$ cat src/rtl/div_unit_pkg.sv
// Shared RV32M divide constants and the divider FSM state type.
// Decode and execute use the func3/func7/opcode values here.
package div_unit_pkg;

  localparam logic [6:0] OPCODE_OP     = 7'b0110011;
  localparam logic [6:0] FUNCT7_MULDIV = 7'b0000001;

  localparam logic [2:0] INST_DIV  = 3'b100;
  localparam logic [2:0] INST_DIVU = 3'b101;
  localparam logic [2:0] INST_REM  = 3'b110;
  localparam logic [2:0] INST_REMU = 3'b111;

  typedef enum logic [1:0] {
    ST_IDLE,
    ST_CALC,
    ST_DONE
  } divState_e;

  function automatic logic isRemOp(input logic [2:0] op);
    return (op == INST_REM) || (op == INST_REMU);
  endfunction

  function automatic logic isSignedOp(input logic [2:0] op);
    return (op == INST_DIV) || (op == INST_REM);
  endfunction

endpackage

$ cat src/rtl/div_unit.sv
// Multi-cycle restoring divider for RV32M DIV/DIVU/REM/REMU.
// Operands are converted to magnitudes up front and signs are restored on write-back.
module div_unit
  import div_unit_pkg::*;
#(
  parameter int DATA_W = 32,
  parameter int CNT_W  = 6
) (
  input  logic              clk,
  input  logic              rst,
  input  logic              start_i,
  input  logic [2:0]        op_i,
  input  logic [DATA_W-1:0] dividend_i,
  input  logic [DATA_W-1:0] divisor_i,
  input  logic [4:0]        rd_addr_i,
  input  logic              flush_i,
  output logic              busy_o,
  output logic              ready_o,
  output logic [DATA_W-1:0] result_o,
  output logic [4:0]        rd_addr_o,
  output logic              reg_wen_o
);

  divState_e         state_q;
  logic [CNT_W-1:0]  cnt_q;
  logic [DATA_W-1:0] quot_q;
  logic [DATA_W-1:0] rem_q;
  logic [DATA_W-1:0] divAbs_q;
  logic              isRem_q;
  logic              negQuot_q;
  logic              negRem_q;
  logic [4:0]        rdAddr_q;

  logic              signedOp;
  logic              dividendNeg;
  logic              divisorNeg;
  logic [DATA_W-1:0] dividendAbs;
  logic [DATA_W-1:0] divisorAbs;
  logic              divByZero;
  logic              overflow;
  logic [DATA_W:0]   remShift;
  logic [DATA_W:0]   diff;
  logic              canSub;
  logic [DATA_W-1:0] quot_d;
  logic [DATA_W-1:0] rem_d;
  logic [DATA_W-1:0] result_d;

  // Request decode: magnitudes and the two cases that need no iteration.
  always_comb begin
    signedOp    = isSignedOp(op_i);
    dividendNeg = signedOp & dividend_i[DATA_W-1];
    divisorNeg  = signedOp & divisor_i[DATA_W-1];
    dividendAbs = dividendNeg ? (~dividend_i + 1'b1) : dividend_i;
    divisorAbs  = divisorNeg ? (~divisor_i + 1'b1) : divisor_i;
    divByZero   = (divisor_i == '0);
    overflow    = signedOp && (dividend_i == {1'b1, {(DATA_W-1){1'b0}}})
                  && (divisor_i == '1);
  end

  // One restoring step; the extra MSB keeps the shifted partial remainder exact.
  always_comb begin
    remShift = {rem_q, quot_q[DATA_W-1]};
    diff     = remShift - {1'b0, divAbs_q};
    canSub   = (remShift >= {1'b0, divAbs_q});
    rem_d    = canSub ? diff[DATA_W-1:0] : remShift[DATA_W-1:0];
    quot_d   = {quot_q[DATA_W-2:0], canSub};
    if (isRem_q) begin
      result_d = negRem_q ? (~rem_q + 1'b1) : rem_q;
    end else begin
      result_d = negQuot_q ? (~quot_q + 1'b1) : quot_q;
    end
  end

  assign busy_o = ((state_q == ST_IDLE) && start_i) || (state_q == ST_CALC);

  always_ff @(posedge clk) begin
    if (rst) begin
      state_q   <= ST_IDLE;
      cnt_q     <= '0;
      quot_q    <= '0;
      rem_q     <= '0;
      divAbs_q  <= '0;
      isRem_q   <= 1'b0;
      negQuot_q <= 1'b0;
      negRem_q  <= 1'b0;
      rdAddr_q  <= '0;
      ready_o   <= 1'b0;
      reg_wen_o <= 1'b0;
      result_o  <= '0;
      rd_addr_o <= '0;
    end else begin
      ready_o   <= 1'b0;
      reg_wen_o <= 1'b0;
      case (state_q)
        ST_IDLE: begin
          if (start_i && !flush_i) begin
            isRem_q  <= isRemOp(op_i);
            rdAddr_q <= rd_addr_i;
            cnt_q    <= '0;
            divAbs_q <= divisorAbs;
            // Special results are stored pre-signed, so the fix-up is disabled.
            if (divByZero) begin
              quot_q    <= '1;
              rem_q     <= dividend_i;
              negQuot_q <= 1'b0;
              negRem_q  <= 1'b0;
              state_q   <= ST_DONE;
            end else if (overflow) begin
              quot_q    <= {1'b1, {(DATA_W-1){1'b0}}};
              rem_q     <= '0;
              negQuot_q <= 1'b0;
              negRem_q  <= 1'b0;
              state_q   <= ST_DONE;
            end else begin
              quot_q    <= dividendAbs;
              rem_q     <= '0;
              negQuot_q <= dividendNeg ^ divisorNeg;
              negRem_q  <= dividendNeg;
              state_q   <= ST_CALC;
            end
          end
        end
        ST_CALC: begin
          if (flush_i) begin
            state_q <= ST_IDLE;
          end else begin
            quot_q <= quot_d;
            rem_q  <= rem_d;
            cnt_q  <= cnt_q + 1'b1;
            if (cnt_q == CNT_W'(DATA_W - 1)) begin
              state_q <= ST_DONE;
            end
          end
        end
        ST_DONE: begin
          state_q <= ST_IDLE;
          if (!flush_i) begin
            ready_o   <= 1'b1;
            reg_wen_o <= 1'b1;
            result_o  <= result_d;
            rd_addr_o <= rdAddr_q;
          end
        end
        default: state_q <= ST_IDLE;
      endcase
    end
  end

endmodule

$ cat config.mk
export PLATFORM = sky130hd
export DESIGN_NAME = div_unit
export DESIGN_NICKNAME = d
export VERILOG_FILES = /design/src/rtl/div_unit_pkg.sv /design/src/rtl/div_unit.sv
export SDC_FILE = /design/constraint.sdc
export NUM_CORES = 1
export LEC_CHECK = 0
export BUFFER_PORTS_ARGS = -buffer_cell sky130_fd_sc_hd__buf_4
export CAP_MARGIN = 10
export CORE_AREA = 2 2 138 140
export CTS_BUF_LIST = sky130_fd_sc_hd__clkbuf_16
export CTS_CLUSTER_DIAMETER = 50
export CTS_CLUSTER_SIZE = 12
export DETAILED_ROUTE_END_ITERATION = 7
export DIE_AREA = 0 0 140 142
export PLACE_DENSITY = 0.8
export SLEW_MARGIN = 20
export SYNTH_ARGS = -nofsm -noshare
export SYNTH_HDL_FRONTEND = slang
export SYNTH_SLANG_ARGS = --single-unit
$ cat constraint.sdc
create_clock -name clk -period 3.8 [get_ports clk]
set_input_delay 0.76 -clock clk [delete_from_list [all_inputs] [get_ports clk]]
set_output_delay 0.76 -clock clk [all_outputs]
set_load 0.05 [all_outputs]
-- Word-level counts from Yosys, hierarchy flattened
Index checks and enable logic that the tools add are counted.
- add/sub/neg operators: 6
- order comparisons: 1
- equal/unequal tests: 11
- muxes and demuxes: 29
- bitwise operators: 9
- reduce and logical (&&, ||, !) cells: 16
- operator list (cell ; count):
    $mux W32 ; 13
    $add A32 B1 Y32 const B ; 4
    $not A32 Y32 ; 4
    $pmux W32 S2 ; 2
    $eq A32 B32 Y1 const B ; 2
    $ge A33 B32 Y1 ; 1
    $logic_not A32 Y1 ; 1
    $sub A32 B32 Y32 ; 1
    $mux W6 ; 2
    $pmux W6 S2 ; 1
    $mux W2 ; 5
    $eq A3 B3 Y1 const B ; 3
    $add A6 B1 Y6 const B ; 1
    $eq A6 B5 Y1 const B ; 1
    $reduce_and A2 Y1 ; 3
    $mux W1 ; 5
    $logic_and A1 B1 Y1 ; 4
    $pmux W2 S2 ; 1
    $logic_or A1 B1 Y1 ; 3
    $ne A3 B2 Y1 const B ; 1
    $reduce_and A3 Y1 ; 1
    $and A1 B1 Y1 ; 2
    $eq A2 B1 Y1 const B ; 1
    $eq A2 B2 Y1 const B ; 1
    8 further kinds ; 9
- register bits after elaboration: 150
- bits of input ports: 76
- output and inout port bits: 40
- logic and storage cells: 84

-- Logic depth before layout (Yosys ltp)
- depth in word-level cells: 8
- mapped depth: 12

-- Least setup slack after synthesis
Ideal clock, no wire load.
- path kind: input port to flip-flop
- start point: input port dividend_i[4]
- end point: register quot_q[29]
- setup time: 132 ps
- arrival time: 3347 ps
- data required time: 3668 ps
- path slack: 321 ps
- stages: 10
- path buffers: 2
- cells stage by stage: or4_4 -> or4_1 -> clkbuf_1 -> or4_1 -> buf_2 -> nor4_4 -> nor3_1 -> a211o_1 -> o211ai_1 -> a21oi_1
- longest elaborated chain between the ends: 7
- elaborated cells between the ends (all ways): 10
- classes of those cells: 1 x add/sub; 1 x eq/ne; 5 x mux; 1 x bitwise; 2 x reduce/logical
- ends and longest elaborated chain (what ; RTL line ; text):
    start, declared ; div_unit.sv:13 ; input logic [DATA_W-1:0] dividend_i,
    $not A32 Y32 or $eq A32 B32 Y1 (tied branches) ; div_unit.sv:53, div_unit.sv:56 ;
    $add A32 B1 Y32 or $logic_and A1 B1 Y1 (tied branches) ; div_unit.sv:53, div_unit.sv:56 ;
    $mux W32 or $logic_and A1 B1 Y1 (tied branches) ; div_unit.sv:53, div_unit.sv:57 ;
    $mux W32 (*) ; div_unit.sv:108 ; end else if (overflow) begin
    $mux W32 (*) ; div_unit.sv:102 ; if (divByZero) begin
    $mux W32 (*) ; div_unit.sv:96 ; if (start_i && !flush_i) begin
    $pmux W32 S2 (*) ; div_unit.sv:94 ; case (state_q)
    end signal, assigned ; div_unit.sv:109 ; quot_q <= {1'b1, {(DATA_W-1){1'b0}}};
    end signal, assigned ; div_unit.sv:115 ; quot_q <= dividendAbs;
    end signal, assigned ; div_unit.sv:127 ; quot_q <= quot_d;
    end, declared ; div_unit.sv:26 ; logic [DATA_W-1:0] quot_q;
Mark *: on every way between the ends. The rest lies on a longest branch, timed or not. The select of a mux whose other input is x is not followed.
A chain may end at the register's enable or synchronous reset.

-- Worst setup path after layout
- start point: register quot_q[31]
- end point: register rem_q[30]
- longest elaborated chain between the ends: 4
- elaborated cells between the ends (all ways): 5
- classes of those cells: 1 x add/sub; 1 x order compare; 3 x mux
- ends and longest elaborated chain (what ; RTL line ; text):
    $sub A32 B32 Y32 or $ge A33 B32 Y1 (tied branches) ; div_unit.sv:63, div_unit.sv:64 ;
    $mux W32 (*) ; div_unit.sv:65 ; rem_d = canSub ? diff[DATA_W-1:0] : remShift[DATA_W-1:0];
    $mux W32 (*) ; div_unit.sv:124 ; if (flush_i) begin
    $pmux W32 S2 (*) ; div_unit.sv:94 ;
    end signal, assigned ; div_unit.sv:104 ; rem_q <= dividend_i;
    end signal, assigned ; div_unit.sv:128 ; rem_q <= rem_d;
    end, declared ; div_unit.sv:27 ; logic [DATA_W-1:0] rem_q;
Marks and branches as above.

==> results.ini <==
[clocking]
cts_inserted_buffers=17
htree_levels=4
ctsRootBufferMaster=clkbuf_16
max-clock-path-buffers=2
insertion_delay_ps=440
cts.sinks=150
cts_tree=yes
cts.clk_slew.worst_paths_ps=70
cts_setup_buffers=0
cts-resized-gates=0
holdBufCountCts=0

[sta]
setup_viol=0
clock_skew_ps=11.69
worst-slew-pin-transition_ps=1007
maxSlewViolCount=0
finalHoldViolations=0
rsz0062_at_grt=no
relSlewSlack=0.3287
fmax_mhz=292.4
min_period_ps=3420
finalSetupTns_ps=0
finalCritPeriodShare=0.8999

[setup_path]
path_common_cell=buf_4
crit_fanout=3
worst_r2r_startpoint=quot_q[31]$_SDFFE_PP0P_
crit_slowest_cell=a2111oi_0
worstSetupEndpointType=flip-flop
crit_required_ps=4170
r2r_slack_ps=380
startpoint_type=flip-flop
crit_arrival_ps=3790
critPathMaxStageDelay_ps=470
cp_cell_sequence=inv_1 -> ha_1 -> fa_1 -> nor2b_1 -> o2111ai_1 -> a2111oi_0 -> buf_4 -> nor3_1 -> o31a_1 -> buf_4 -> o31ai_1 -> a32oi_1 -> o21ai_0
critPathLaunch=quot_q[31]$_SDFFE_PP0P_
path_class=reg2reg

[drt]
drtPass1Iterations=8
ant_nets=0
wl_mm=33.33
wl_per_cell_um=18.76
vias_per_cell=6.270
drc_errors=4
met1Wirelength_mm=14.54
dr_wl_met3_mm=2.347
initialDrtViolationCount=1114
vias=11140
top_layer=met5
wl_met2_mm=15.54

[global_route]
first_global_vias=10030
grt_pass1_wl_mm=52.34
grt_use_total=0.3283
grt_max_degree=74
antenna_found_initial=0
overflow=0

[place]
port_buffers=115
globalplace.congestion=1.018
dp_hpwl_mm=25.35

[yosys]
yosys.area.top_type=dfxtp_1
yosys.area.top_type_share=0.2785
yosysWarnings=0
synth.distinct_cells=65
synth_area_per_cell_um2=7.436
ys_seq_area_frac=0.2785
syn-num-nets=1565
syn_inst=1450
async_reset_ff_frac=0
synth_edf_count=0
yosys-top-cells-area=dfxtp_1 28%, a21oi_1 6.0%, xnor2_1 5.7%, xor2_1 5.4%, nor2_1 5.4%
synth_seq_cells=150
synth_ff_type=dfxtp_1
netlist_area_um2=10780

[pwr]
power_density_nw_per_um2=410.3
p_total_mw=5.148
ir_drop_uv=307.5
p_leak_nw=4.770

[die]
core_area_um2=18460
die_w_um=140
initial_utilization=0.5842
pin_count=116
dieArea_um2=19880
std_cell_rows=50
die_y_um=142

[cells_and_area]
nets=1645
regArea_um2=3004
drive_gt1_frac=0.1387
fillers=1652
multi_input_area_um2=7188
area_growth_pct=16.37
diodes=0

[min_path]
hp-class=reg2reg
worstHoldStart=result_o[21]$_SDFFE_PP0P_

[job]
maxCapViolations=0

[status]
outcome=finished with violations
violations=design-rule violations

[logic make-up (layout without fill, tap and decap cells)]
logic type / Yosys count / after routing / share of synthesized area
buffers and inverters: 158 / 251 / 0.05652
AND/OR/NAND/NOR: 502 / 502 / 0.2189
XOR/XNOR: 137 / 137 / 0.1113
flip-flops: 150 / 150 / 0.2785
adder cells (fa/ha/maj): 39 / 39 / 0.04596
multiplexers: 4 / 4 / 0.003714
AO/OA/AOI/OAI: 460 / 460 / 0.2851
[per-stage QoR]
| step | instance area (um2) | instances | setup slack (ps) | hold slack [ps] | utilization |
|---|---|---|---|---|---|
| floorplan | 10780 | 1450 | 321.2 | 431.9 | - |
| global placement | 11920 | 1745 | 166.9 | 428.1 | 0.6456 |
| detailed placement | 11920 | 1745 | 151.1 | 438.4 | 0.6456 |
| CTS | 12550 | 1777 | 429.6 | 449.1 | 0.6799 |
| global route | 12550 | 1777 | 320.9 | 467.4 | 0.6799 |
| finish | 12550 | 1777 | 380.2 | 449.9 | 0.6799 |
[synthesized netlist by cell type (11+ instances only)]
cell type / count
nor2_1: 155
nand2_1: 154
dfxtp_1: 150
a21oi_1: 130
clkbuf_1: 90
o21ai_0: 77
xnor2_1: 70
xor2_1: 67
a211oi_1: 60
inv_1: 57
nor3_1: 42
ha_1: 38
nand3_1: 23
nand4_1: 23
o31ai_1: 23
o221ai_1: 22
o211ai_1: 21
or3_1: 20
or4_1: 19
nor4_1: 16
o41ai_1: 16
a311oi_1: 14
nand2b_1: 12
a21o_1: 11
a22oi_1: 11
[sequential cells by signal, indices dropped and copies added (netlist names), 2 cells and up]
| signal | flops |
|---|---|
| divAbs_q | 32 |
| quot_q | 32 |
| rem_q | 32 |
| result_o | 32 |
| cnt_q | 6 |
| rdAddr_q | 5 |
| rd_addr_o | 5 |
| state_q | 2 |
[power breakdown]
group          switching [mW]  internal (mW)
Sequential              0.128           1.66
Clock                   0.783           1.07
Combinational           0.915          0.592
[metal layers]
layer,up-vias,track usage
met5,-,0
met4,2,0.1191
met3,55,0.04105
met2,474,0.5460
met1,5152,0.4411
li1,5459,-
[cells in the final DEF, fill, tap and decap left out, types with 6 or more instances in the layout]
master / netlist / layout
buf_4: 3 / 162
nor2_1: 155 / 154
nand2_1: 154 / 154
dfxtp_1: 150 / 149
a21oi_1: 130 / 130
o21ai_0: 77 / 77
xnor2_1: 70 / 70
xor2_1: 67 / 67
a211oi_1: 60 / 60
inv_1: 57 / 57
nor3_1: 42 / 40
ha_1: 38 / 38
o31ai_1: 23 / 23
nand4_1: 23 / 23
nand3_1: 23 / 23
o221ai_1: 22 / 22
o211ai_1: 21 / 21
or4_1: 19 / 19
or3_1: 20 / 19
clkbuf_16: 0 / 17
nor4_1: 16 / 16
o41ai_1: 16 / 16
a311oi_1: 14 / 14
nand2b_1: 12 / 12
a21o_1: 11 / 11
a22oi_1: 11 / 11
a31oi_1: 10 / 10
a221o_1: 10 / 10
a221oi_1: 9 / 9
or2_2: 7 / 7
inv_6: 0 / 7
o31a_1: 6 / 6
nand3b_1: 6 / 6
nor2b_1: 6 / 6
a32oi_1: 6 / 6
[worst max-delay path, delay by kind of cell (launching register included)]
family	cells	cell delay [ps]
AO/OA/AOI/OAI	6	1560
adder cells (fa/ha/maj)	2	650
flip-flops	1	450
buffers and inverters	3	420
AND/OR/NAND/NOR	2	250
[path summary, 6_finish.rpt]
path / end / depth (start not counted)
worst min register to register: result_o[21]$_SDFFE_PP0P_ / 2
worst min-delay path: result_o[21]$_SDFFE_PP0P_ / 2
worst max-delay path: rem_q[30]$_SDFFE_PP0P_ / 13
worst max register to register: rem_q[30]$_SDFFE_PP0P_ / 13
[area by class of cell]
type / count / share of cell area
Clock buffer: 17 / 0.03391
Clock inverter: 15 / 0.01645
Inverter: 57 / 0.01705
Multi-Input combinational cell: 1142 / 0.5729
Sequential cell: 150 / 0.2394
Tap cell: 234 / 0.02333
Timing Repair Buffer: 162 / 0.09693
No activity file was read; power rests on OpenSTA's default activity.
